--- src/rtl/wb_regfile_pkg.sv ---
// ---------------------------------------------------------------------------
// wb_regfile_pkg
// Shared types and helpers for the Wishbone register-bank slave:
//   state_t      - slave FSM states (IDLE, WAIT, RESP, HOLD)
//   resp_kind_t  - response kind latched at accept time (OK, ERR)
//   addr_lsb()   - number of byte-offset bits below the word index
//   idx_width()  - width of a word index that can also name the status word
// ---------------------------------------------------------------------------
package wb_regfile_pkg;

  typedef enum logic [1:0] {
    IDLE,
    WAIT,
    RESP,
    HOLD
  } state_t;

  typedef enum logic {
    OK,
    ERR
  } resp_kind_t;

  function automatic int addr_lsb(input int data_width);
    return $clog2(data_width / 8);
  endfunction

  // Index NUM_REGS (the status word) must be representable, hence +1.
  function automatic int idx_width(input int num_regs);
    return $clog2(num_regs + 1);
  endfunction

endpackage

--- src/rtl/wb_regfile_slave_if.sv ---
// ---------------------------------------------------------------------------
// wb_regfile_slave_if
// Classic-cycle Wishbone bus bundle between a master and the register bank.
//   master -> slave : cyc, stb, we, addr, wdata, sel
//   slave -> master : stall, ack, rdata, err
// ---------------------------------------------------------------------------
interface wb_regfile_slave_if #(
  parameter int DATA_WIDTH = 32,
  parameter int ADDR_WIDTH = 32
);

  logic                      cyc;
  logic                      stb;
  logic                      we;
  logic [ADDR_WIDTH-1:0]     addr;
  logic [DATA_WIDTH-1:0]     wdata;
  logic [DATA_WIDTH/8-1:0]   sel;
  logic                      stall;
  logic                      ack;
  logic [DATA_WIDTH-1:0]     rdata;
  logic                      err;

  modport master (
    output cyc, stb, we, addr, wdata, sel,
    input  stall, ack, rdata, err
  );

  modport slave (
    input  cyc, stb, we, addr, wdata, sel,
    output stall, ack, rdata, err
  );

endinterface

--- src/rtl/wb_regfile_decode.sv ---
// ---------------------------------------------------------------------------
// wb_regfile_decode
// Combinational address decode for the register bank.
//   i_addr   - byte address from the bus
//   i_we     - write enable from the bus
//   o_index  - word index (0..NUM_REGS, NUM_REGS = read-only status word)
//   o_kind   - ERR if misaligned, beyond the status word, or a status write
// ---------------------------------------------------------------------------
module wb_regfile_decode
  import wb_regfile_pkg::*;
#(
  parameter int DATA_WIDTH = 32,
  parameter int ADDR_WIDTH = 32,
  parameter int NUM_REGS   = 16
) (
  input  logic [ADDR_WIDTH-1:0]          i_addr,
  input  logic                           i_we,
  output logic [idx_width(NUM_REGS)-1:0] o_index,
  output resp_kind_t                     o_kind
);

  localparam int ADDR_LSB = addr_lsb(DATA_WIDTH);
  localparam int IDX_W    = idx_width(NUM_REGS);

  // Works for ADDR_LSB = 0 too, where the mask is empty and nothing is misaligned.
  localparam logic [ADDR_WIDTH-1:0] LSB_MASK = ADDR_WIDTH'((64'd1 << ADDR_LSB) - 64'd1);

  logic [ADDR_WIDTH-1:0] w_full_idx;
  logic                  w_misaligned;
  logic                  w_out_of_range;
  logic                  w_ro_write;

  // The full-width index is kept for the range compare so high address bits
  // cannot alias onto a valid register after truncation.
  assign w_full_idx     = i_addr >> ADDR_LSB;
  assign w_misaligned   = (i_addr & LSB_MASK) != '0;
  assign w_out_of_range = w_full_idx > ADDR_WIDTH'(NUM_REGS);
  assign w_ro_write     = i_we && (w_full_idx == ADDR_WIDTH'(NUM_REGS));

  assign o_index = w_full_idx[IDX_W-1:0];
  assign o_kind  = (w_misaligned || w_out_of_range || w_ro_write) ? ERR : OK;

endmodule

--- src/rtl/wb_regfile_slave.sv ---
// ---------------------------------------------------------------------------
// wb_regfile_slave
// Wishbone classic-cycle slave exposing NUM_REGS read/write registers with
// byte-lane writes plus a read-only status word at index NUM_REGS.
// Inserts WAIT_STATES cycles between accept and response.
//   clk, rstn     - clock (rising edge), asynchronous active-low reset
//   bus           - Wishbone slave modport (cyc/stb/we/addr/wdata/sel in,
//                   stall/ack/rdata/err out)
//   status_in     - read-only word, sampled when the response is produced
//   regs_out      - all registers flattened, register i at [i*DW +: DW]
//   reg_wr_pulse  - one-cycle pulse per register on every acked write
// ---------------------------------------------------------------------------
module wb_regfile_slave
  import wb_regfile_pkg::*;
#(
  parameter int DATA_WIDTH  = 32,
  parameter int ADDR_WIDTH  = 32,
  parameter int NUM_REGS    = 16,
  parameter int WAIT_STATES = 1
) (
  input  logic                           clk,
  input  logic                           rstn,
  wb_regfile_slave_if.slave              bus,
  input  logic [DATA_WIDTH-1:0]          status_in,
  output logic [NUM_REGS*DATA_WIDTH-1:0] regs_out,
  output logic [NUM_REGS-1:0]            reg_wr_pulse
);

  localparam int IDX_W = idx_width(NUM_REGS);
  localparam int NB    = DATA_WIDTH / 8;
  localparam int CNT_W = 4;

  state_t                r_state;
  logic [CNT_W-1:0]      r_wait_cnt;
  logic                  r_we;
  logic [IDX_W-1:0]      r_idx;
  logic [DATA_WIDTH-1:0] r_wdata;
  logic [NB-1:0]         r_sel;
  resp_kind_t            r_kind;

  logic                  r_ack;
  logic                  r_err;
  logic [DATA_WIDTH-1:0] r_rdata;
  logic [NUM_REGS-1:0]   r_wr_pulse;
  logic [DATA_WIDTH-1:0] r_regs [NUM_REGS];

  logic [IDX_W-1:0]      w_dec_idx;
  resp_kind_t            w_dec_kind;
  logic [DATA_WIDTH-1:0] w_rd_word;

  wb_regfile_decode #(
    .DATA_WIDTH (DATA_WIDTH),
    .ADDR_WIDTH (ADDR_WIDTH),
    .NUM_REGS   (NUM_REGS)
  ) u_decode (
    .i_addr  (bus.addr),
    .i_we    (bus.we),
    .o_index (w_dec_idx),
    .o_kind  (w_dec_kind)
  );

  // Read mux over the latched index; anything not matching a RW register is
  // the status word (errors never reach this mux's output).
  always_comb begin
    // NOTE: default assignment first so every path drives the signal and no latch is inferred.
    w_rd_word = status_in;
    for (int i = 0; i < NUM_REGS; i++) begin
      if (r_idx == IDX_W'(i)) w_rd_word = r_regs[i];
    end
  end

  always_ff @(posedge clk or negedge rstn) begin
    if (!rstn) begin
      r_state    <= IDLE;
      r_wait_cnt <= '0;
      r_we       <= 1'b0;
      r_idx      <= '0;
      r_wdata    <= '0;
      r_sel      <= '0;
      r_kind     <= OK;
      r_ack      <= 1'b0;
      r_err      <= 1'b0;
      r_rdata    <= '0;
      r_wr_pulse <= '0;
      // NOTE: the register array is reset because it drives live control
      // signals into the datapath; this is flops, not an inferred RAM.
      for (int i = 0; i < NUM_REGS; i++) r_regs[i] <= '0;
    end else begin
      // NOTE: non-blocking assignments throughout so every flop samples pre-edge values.
      // Response outputs are single-cycle pulses unless RESP sets them.
      r_ack      <= 1'b0;
      r_err      <= 1'b0;
      r_rdata    <= '0;
      r_wr_pulse <= '0;

      case (r_state)
        IDLE: begin
          if (bus.cyc && bus.stb) begin
            r_we    <= bus.we;
            r_idx   <= w_dec_idx;
            r_wdata <= bus.wdata;
            r_sel   <= bus.sel;
            r_kind  <= w_dec_kind;
            if (WAIT_STATES > 0) begin
              r_state    <= WAIT;
              r_wait_cnt <= CNT_W'(WAIT_STATES - 1);
            end else begin
              r_state <= RESP;
            end
          end
        end

        WAIT: begin
          // Master abandoning the cycle drops the request silently.
          if (!bus.cyc)                 r_state <= IDLE;
          else if (r_wait_cnt == '0)    r_state <= RESP;
          else                          r_wait_cnt <= r_wait_cnt - 1'b1;
        end

        RESP: begin
          r_state <= HOLD;
          if (r_kind == ERR) begin
            r_err <= 1'b1;
          end else begin
            r_ack <= 1'b1;
            if (r_we) begin
              for (int i = 0; i < NUM_REGS; i++) begin
                if (r_idx == IDX_W'(i)) begin
                  r_wr_pulse[i] <= 1'b1;
                  for (int b = 0; b < NB; b++) begin
                    if (r_sel[b]) r_regs[i][b*8 +: 8] <= r_wdata[b*8 +: 8];
                  end
                end
              end
            end else begin
              r_rdata <= w_rd_word;
            end
          end
        end

        HOLD: begin
          // Wait out the master's held strobe so one request is never served twice.
          if (!bus.stb || !bus.cyc) r_state <= IDLE;
        end

        default: r_state <= IDLE;
      endcase
    end
  end

  assign bus.stall    = (r_state != IDLE);
  assign bus.ack      = r_ack;
  assign bus.err      = r_err;
  assign bus.rdata    = r_rdata;
  assign reg_wr_pulse = r_wr_pulse;

  for (genvar g = 0; g < NUM_REGS; g++) begin : g_regs_out
    assign regs_out[g*DATA_WIDTH +: DATA_WIDTH] = r_regs[g];
  end

endmodule

--- src/flat_wrapper.sv ---
// flat-port wrapper written by rule: the top's interface ports become plain ports
module wb_regfile_slave_flat import wb_regfile_pkg::*;
#(
  parameter int DATA_WIDTH  = 32,
  parameter int ADDR_WIDTH  = 32,
  parameter int NUM_REGS    = 16,
  parameter int WAIT_STATES = 1
)
  (clk, rstn, status_in, regs_out, reg_wr_pulse, bus_cyc, bus_stb, bus_we, bus_addr, bus_wdata, bus_sel, bus_stall, bus_ack, bus_rdata, bus_err);
  wb_regfile_slave_if #(.DATA_WIDTH(DATA_WIDTH), .ADDR_WIDTH(ADDR_WIDTH)) bus_i ();
  input  logic clk;
  input  logic rstn;
  input  logic [DATA_WIDTH-1:0] status_in;
  output logic [NUM_REGS*DATA_WIDTH-1:0] regs_out;
  output logic [NUM_REGS-1:0] reg_wr_pulse;
  input wire logic [$bits(bus_i.cyc)-1:0] bus_cyc;
  input wire logic [$bits(bus_i.stb)-1:0] bus_stb;
  input wire logic [$bits(bus_i.we)-1:0] bus_we;
  input wire logic [$bits(bus_i.addr)-1:0] bus_addr;
  input wire logic [$bits(bus_i.wdata)-1:0] bus_wdata;
  input wire logic [$bits(bus_i.sel)-1:0] bus_sel;
  output wire logic [$bits(bus_i.stall)-1:0] bus_stall;
  output wire logic [$bits(bus_i.ack)-1:0] bus_ack;
  output wire logic [$bits(bus_i.rdata)-1:0] bus_rdata;
  output wire logic [$bits(bus_i.err)-1:0] bus_err;
  assign bus_i.cyc = bus_cyc;
  assign bus_i.stb = bus_stb;
  assign bus_i.we = bus_we;
  assign bus_i.addr = bus_addr;
  assign bus_i.wdata = bus_wdata;
  assign bus_i.sel = bus_sel;
  assign bus_stall = bus_i.stall;
  assign bus_ack = bus_i.ack;
  assign bus_rdata = bus_i.rdata;
  assign bus_err = bus_i.err;
  wb_regfile_slave #(.DATA_WIDTH(DATA_WIDTH), .ADDR_WIDTH(ADDR_WIDTH), .NUM_REGS(NUM_REGS), .WAIT_STATES(WAIT_STATES)) u_core (.clk(clk), .rstn(rstn), .bus(bus_i), .status_in(status_in), .regs_out(regs_out), .reg_wr_pulse(reg_wr_pulse));
endmodule
--- config.mk ---
export PLATFORM = sky130hd
export DESIGN_NAME = wb_regfile_slave_flat
export DESIGN_NICKNAME = d
export VERILOG_FILES = /design/src/rtl/wb_regfile_pkg.sv /design/src/rtl/wb_regfile_slave_if.sv /design/src/rtl/wb_regfile_decode.sv /design/src/rtl/wb_regfile_slave.sv /design/src/flat_wrapper.sv
export SDC_FILE = /design/constraint.sdc
export NUM_CORES = 1
export LEC_CHECK = 0
export CORE_MARGIN = 2
export CORE_UTILIZATION = 25
export DETAILED_ROUTE_END_ITERATION = 10
export PLACE_DENSITY = 0.44
export SYNTH_ARGS = -nofsm -noshare
export SYNTH_HDL_FRONTEND = slang
export SYNTH_SLANG_ARGS = --single-unit
--- constraint.sdc ---
create_clock -name clk -period 2.6 [get_ports clk]
set_input_delay 0.52 -clock clk [delete_from_list [all_inputs] [get_ports clk]]
set_output_delay 0.52 -clock clk [all_outputs]
set_load 0.05 [all_outputs]
==> impl_metrics.yaml, run 1 <==
sta:
  fmax_mhz: 379.2
  worst_pin_slew_ps: 851.3
  setup_viol: 2
  worst_slack_ps: -36.87
  fin_hold_ws_ps: 475.7
  clock_skew_ps: 23.58
  period_share: 1.014
  rsz0062_at_grt: "true"
  drv_slew: 0
  hold_violations: 0
  slew-limit-headroom: 0.4325
  period_needed_ps: 2637
critical_path:
  cpLargestDelayFamily: "simple AND/OR/NAND/NOR gates"
  start_kind: "flip-flop"
  critPathSlowestCell: "dfrtp_4"
  criticalPathCategory: "reg2reg"
  crit_chain: "buf_12, nor3b_4, nand2_2, buf_4, o22ai_1, nor4_1, o21ai_1, a21oi_1"
  end_kind: "flip-flop"
  critPathMaxStageDelay_ps: 560
  worstPathMaxFanout: 16
  cp_num_buf_inv: 2
  crit_required_ps: 3170
  arrival_ps: 3210
floorplan:
  initial_utilization: 0.2516
  rows: 124
  fp.dieH_um: 342.8
  dieArea_mm2: 0.1175
  boundaryPins: 668
  chipWidth_um: 342.8
  coreArea_mm2: 0.1140
grt:
  grt_first_pass_wirelength_mm: 226.5
  track_usage: 0.2798
  overflow: 0
  antenna_found_initial: 5
  grt_pass1_vias: 25910
  grt_max_degree: 71
yosys:
  synth_edf_count: 0
  ys.flop_type: "dfrtp_1"
  syn_area_mm2: 0.02870
  synth.distinct_cells: 76
  synth_nets: 2445
  netlist_instances: 2338
  yosys_warnings: 0
  avgSynthCellArea_um2: 12.27
  async_flop_share: 1.000
  seq_area_frac_synth: 0.5328
  synth-seq-cells: 611
status:
  failed_checks: "negative setup slack"
  outcome: "complete, but fails checks"
power:
  ir_drop_mv: 0.6884
  leakage_nw: 18.86
  power.density_mw_per_mm2: 875.8
  power_w: 0.03623
detailed_routing:
  wl_per_cell_um: 35.67
  avgViaCountPerCell: 5.367
  drtIter0Drc: 2291
  first_pass_iters: 5
  vias: 25380
  drc: 0
  wl_mm: 168.7
  antenna_left: 0
clock_network:
  clock-root-buffer: "clkbuf_16"
  cts_tree: "built"
  clk_latency_ps: 660
  htreeDepth: 3
  clkTransAtPathRegs_ps: 60
  clock_sinks: 611
  clk_path_buf_depth: 3
  cts_buffers: 74
placed_design:
  gp_congestion: 0.8848
  hpwl_mm: 128.3
  dpl_cell_area_mm2: 0.03861
  port_buffers: 667
cells_and_area:
  num-fill-cells: 11280
  final_cell_mix: "644 x clkdlybuf4s50_1, 607 x dfrtp_1, 503 x mux2_2"
  final_area_mm2: 0.04136
  layout-drive-gt1-share: 0.3203
  utilization: 0.3627
  final_common_cell: "clkdlybuf4s50_1"
  finalNetCount: 3268
  area_delta_synth_final_pct: 44.15
run:
  maxCapViolations: 0
worst_hold_path:
  worst_hold_path_type: "in2reg"
## worst register-to-register path, cell delays in order (launching register included)
cell	delay, ps
dfrtp_4	560
buf_12	200
nor3b_4	60
nand2_2	320
buf_4	310
o22ai_1	180
nor4_1	560
o21ai_1	190
a21oi_1	170
## registers in the layout, summed over array words and instances (netlist names), named ones only
signal,cells
u_core.bus.ack,1
u_core.bus.err,1
u_core.bus.rdata,32
u_core.r_idx,5
u_core.r_kind,1
u_core.r_sel,4
u_core.r_state,1
u_core.r_wait_cnt,4
u_core.r_wdata,32
u_core.r_we,1
u_core.reg_wr_pulse,16
u_core.regs_out,512
## per-layer routing
metal  wire length (um)  vias to the layer above  global-route usage
li1                   -                    10320                   -
met1              69700                    13480              0.3616
met2              78760                     1287              0.4531
met3              12620                      296             0.06206
met4               7631                        6              0.1127
met5                 40                        -                   0
## per-stage QoR
| step | worst slack, ps | std cells | setup TNS, ps |
|---|---|---|---|
| floorplan | 625.7 | 2338 | 0 |
| global placement | -165.0 | 4580 | -1683 |
| detailed placement | -160.6 | 4580 | -2117 |
| CTS | -20.32 | 4726 | -34.40 |
| global route | -75.98 | 4728 | -214.2 |
| finish | -36.87 | 4730 | -45.87 |
## area by class of cell
cell class	count	area [um2]	area share
repair buffers	896	8904	0.2152
multi-input cells	1567	12880	0.3114
flip-flops and latches	611	15300	0.3699
diodes	2	5.005	0.0001210
clock inverters	21	211.5	0.005112
well taps	1512	1892	0.04573
inverters	11	41.29	0.0009982
clock buffers	110	2130	0.05148
## power by group
part	total [W]	switching (W)	leakage, nW	internal [W]
registers	0.0120	0.00198	8.43	0.0100
logic	0.0140	0.00926	9.30	0.00477
clock network	0.0102	0.00432	1.13	0.00589
total	0.0362	0.0156	18.9	0.0207
## timing repair
action,CTS,global route
gates cloned,1,0
setup endpoints to repair,40,69
hold buffers,1,0
endpoints found under the hold margin,36,0
setup buffers,13,2
gates resized for setup,26,39
pin swaps,3,6
## logic make-up after synthesis
family,after synthesis,share of synthesized area
DFF,611,0.5328
muxes,596,0.2370
AOI/OAI and AO/OA,550,0.1212
and+or+nand+nor,417,0.08040
adders and majority gates,2,0.0008719
buffers and inverters,160,0.02712
xor gates and xnor gates,2,0.0006105
## path summary, 6_finish.rpt
check	from	to	slack [ps]	cells past startpoint
setup / recovery	u_core.r_idx[2]	u_core.bus.rdata[9]	-40	8
hold / removal	bus_wdata[13]	u_core.r_wdata[13]	480	2
setup reg to reg	u_core.r_idx[2]	u_core.bus.rdata[9]	-40	8
hold reg to reg	u_core.r_sel[0]	u_core.r_sel[0]	510	1
max in group asynchronous	rstn	u_core.regs_out[489]	1200	3
min in group asynchronous	rstn	u_core.regs_out[34]	490	2
## cells in the mapped netlist (7+ instances only)
cell         n  share of area
nor4_1      18         0.0039
o21ai_1     19         0.0033
clkbuf_1    66         0.0086
nor2_1     101          0.013
mux2_2     503           0.20
a31oi_1      8         0.0017
nand2b_1     7         0.0015
mux2_1      37          0.015
o22ai_1     45         0.0098
o211ai_1    16         0.0042
a211oi_1     8         0.0021
buf_2       61          0.011
inv_1       10         0.0013
nand2_2     42         0.0092
nor2b_1      7         0.0015
mux2_4      32          0.017
mux2i_1     24         0.0084
a22o_1      11         0.0034
o21ai_0    174          0.030
o32ai_1      8         0.0024
nor3_1      29         0.0051
nor2_2       7         0.0015
buf_6       10         0.0039
nand2_4      7         0.0027
dfrtp_1    611           0.53
a221oi_1    17         0.0052
a21oi_1    119          0.021
nand2_1    115          0.015
o221ai_1    43          0.013
nand3_1     25         0.0044
nor2_4      11         0.0043
o2bb2ai_1   10         0.0031
o21a_1      15         0.0039
a22oi_1     18         0.0047
buf_4        7         0.0018
No activity file was read; power rests on OpenSTA's default activity.
==> run 2, diff against run 1 <==
--- a/config.mk
+++ b/config.mk
@@ -5,10 +5,11 @@
 export SDC_FILE = /design/constraint.sdc
 export NUM_CORES = 1
 export LEC_CHECK = 0
-export CORE_MARGIN = 2
+export CORE_MARGIN = 5
 export CORE_UTILIZATION = 25
 export DETAILED_ROUTE_END_ITERATION = 10
 export PLACE_DENSITY = 0.44
+export SETUP_SLACK_MARGIN = 0.15
 export SYNTH_ARGS = -nofsm -noshare
 export SYNTH_HDL_FRONTEND = slang
 export SYNTH_SLANG_ARGS = --single-unit
==> run 2 against run 1 <==
Against the previous run: the run now ends clean; non-clock buffer count is 57 higher; critical path depth is 4 higher; sequential share of layout area is 0.57 points lower; sequential power hardly changed; cell count is 1.5% higher; core utilization is 0.51 points higher; die area is 3.5% higher; global-route usage is 0.48 points lower.
==> impl_metrics.yaml, run 2 (synthesis gave the netlist of run 1 again) <==
sta:
  setup_viol: 0
  fmax_mhz: 400.3
  slew-limit-headroom: 0.2855
  hold_violations: 0
  worst_pin_slew_ps: 1072
  drv_slew: 0
  rsz0062_at_grt: "true"
  period_needed_ps: 2498
  clock_skew_ps: 27.39
  period_share: 0.9608
grt:
  track_usage: 0.2750
  grt_pass1_vias: 26290
  grt_max_degree: 81
  antenna_found_initial: 20
  grt_first_pass_wirelength_mm: 233.1
  overflow: 0
detailed_routing:
  drc: 0
  avgViaCountPerCell: 5.357
  drtIter0Drc: 2484
  top_layer: "met5"
  met1Wirelength_mm: 71.33
  vias: 25730
  wl_met2_mm: 79.79
  met3_length_mm: 13.83
  antenna_left: 0
  wl_per_cell_um: 36.09
  wl_mm: 173.4
  first_pass_iters: 5
critical_path:
  r2r-end: "u_core.bus.rdata[9]"
  worstReg2RegStart: "u_core.r_idx[1]"
  end_kind: "flip-flop"
  worstPathMaxFanout: 7
  rrSetupSlack_ps: 100
  crit_required_ps: 3160
  rr_worst_depth: 12
  criticalPathCategory: "reg2reg"
  start_kind: "flip-flop"
  arrival_ps: 3060
worst_hold_path:
  worst_hold_path_type: "in2async"
clock_network:
  clock-root-buffer: "clkbuf_16"
  clock_sinks: 611
  cts_buffers: 76
  clk_latency_ps: 660
  clk_path_buf_depth: 3
  clkTransAtPathRegs_ps: 60
  cts_tree: "built"
  htreeDepth: 3
placed_design:
  hpwl_mm: 130.8
  port_buffers: 667
  gp_congestion: 0.9124
floorplan:
  boundaryPins: 668
  fp.dieH_um: 348.8
  dieArea_mm2: 0.1217
  coreArea_mm2: 0.1142
  initial_utilization: 0.2513
  rows: 124
  chipWidth_um: 348.8
power:
  ir_drop_mv: 0.6692
  p_int_w: 0.02188
  power.density_mw_per_mm2: 903.2
  p_clk_frac: 0.292
  p_comb_frac: 0.389
  p_sw_w: 0.01606
  p_sw_frac: 0.4233
  power_w: 0.03794
  seq_power_share: 0.319
  leakage_nw: 21.37
cells_and_area:
  layout-drive-gt1-share: 0.3427
  final_common_cell: "dfrtp_1"
  final_cell_mix: "607 x dfrtp_1, 503 x mux2_2, 332 x dlygate4sd2_1"
  finalNetCount: 3327
  area_delta_synth_final_pct: 46.37
  largest_reg_flops: 512
  utilization: 0.3678
run:
  maxCapViolations: 0
status:
  outcome: "complete, no violations"
-- run 2: worst max path at each step --
stage | start | end | slack, ps | depth (start not counted)
floorplan | u_core.r_idx[3] | u_core.bus.rdata[3] | 630 | 8
global placement | u_core.r_idx[1] | u_core.bus.rdata[9] | -220 | 7
detailed placement | u_core.r_idx[2] | u_core.bus.rdata[6] | -150 | 9
CTS | u_core.r_idx[3] | u_core.bus.rdata[6] | 40 | 10
global route | u_core.r_idx[0] | u_core.bus.rdata[3] | 3 | 9
finish | u_core.r_idx[1] | u_core.bus.rdata[9] | 100 | 12
-- run 2: what timing repair did --
action,4_1_cts,5_1_grt
setup buffers,16,17
setup endpoints to repair,388,139
hold endpoints to repair,30,0
gates cloned,2,0
pin swaps,9,17
gates resized for setup,375,100
hold buffers,1,0
-- run 2: power groups by stage --
stage | logic (W) | clock network [W] | registers [W]
2_1_floorplan | 0.00659 | 0 | 0.0112
3_5_place_dp | 0.0133 | 0 | 0.0122
6_report | 0.0148 | 0.0111 | 0.0121
4_1_cts | 0.0139 | 0.0113 | 0.0120
5_1_grt | 0.0152 | 0.0116 | 0.0122
3_3_place_gp | 0.0134 | 0 | 0.0121
-- run 2: worst max-delay path, stage by stage (launching register included) --
cell and delay [ps]:
dfrtp_4 540, buf_8 160, buf_4 150, nor2_2 120, buf_4 190, nand2_1 130
a21oi_4 270, buf_12 150, buf_8 150, a21oi_1 50, o21ai_0 230, o21ai_1 120
a21oi_1 160
-- run 2: layer usage --
| metal | track usage | vias up |
|---|---|---|
| li1 | - | 10470 |
| met1 | 0.3584 | 13570 |
| met2 | 0.4414 | 1348 |
| met3 | 0.06559 | 330 |
| met4 | 0.1101 | 10 |
| met5 | 0 | - |
-- run 2: through the flow --
step	cells	cell area [um2]	hold WS (ps)	TNS (ps)	worst slack, ps
finish	4803	42000	357.9	0	101.9
global route	4793	41980	391.9	0	3.467
CTS	4775	41470	367.3	0	41.98
detailed placement	4618	38950	468.6	-963.3	-154.3
global placement	4618	38950	461.7	-1167	-216.1
floorplan	2338	28700	224.4	0	625.7
-- run 2: area by class of cell --
type                    count  area (um2)
flip-flops and latches    611       15300
inverters                  11       45.04
clock buffers             108        2226
well taps                1512        1892
clock inverters            30       337.8
multi-input cells        1567       12970
repair buffers            953        9210
fillers                 11470       72190
diodes                     11       27.53
==> run 3, diff against run 2 <==
--- a/config.mk
+++ b/config.mk
@@ -10,6 +10,7 @@
 export DETAILED_ROUTE_END_ITERATION = 10
 export PLACE_DENSITY = 0.44
 export SETUP_SLACK_MARGIN = 0.15
+export SLEW_MARGIN = 30
 export SYNTH_ARGS = -nofsm -noshare
 export SYNTH_HDL_FRONTEND = slang
 export SYNTH_SLANG_ARGS = --single-unit
==> results of run 3 <==
Final layout, timing and power as in run 2 (identical DEF).
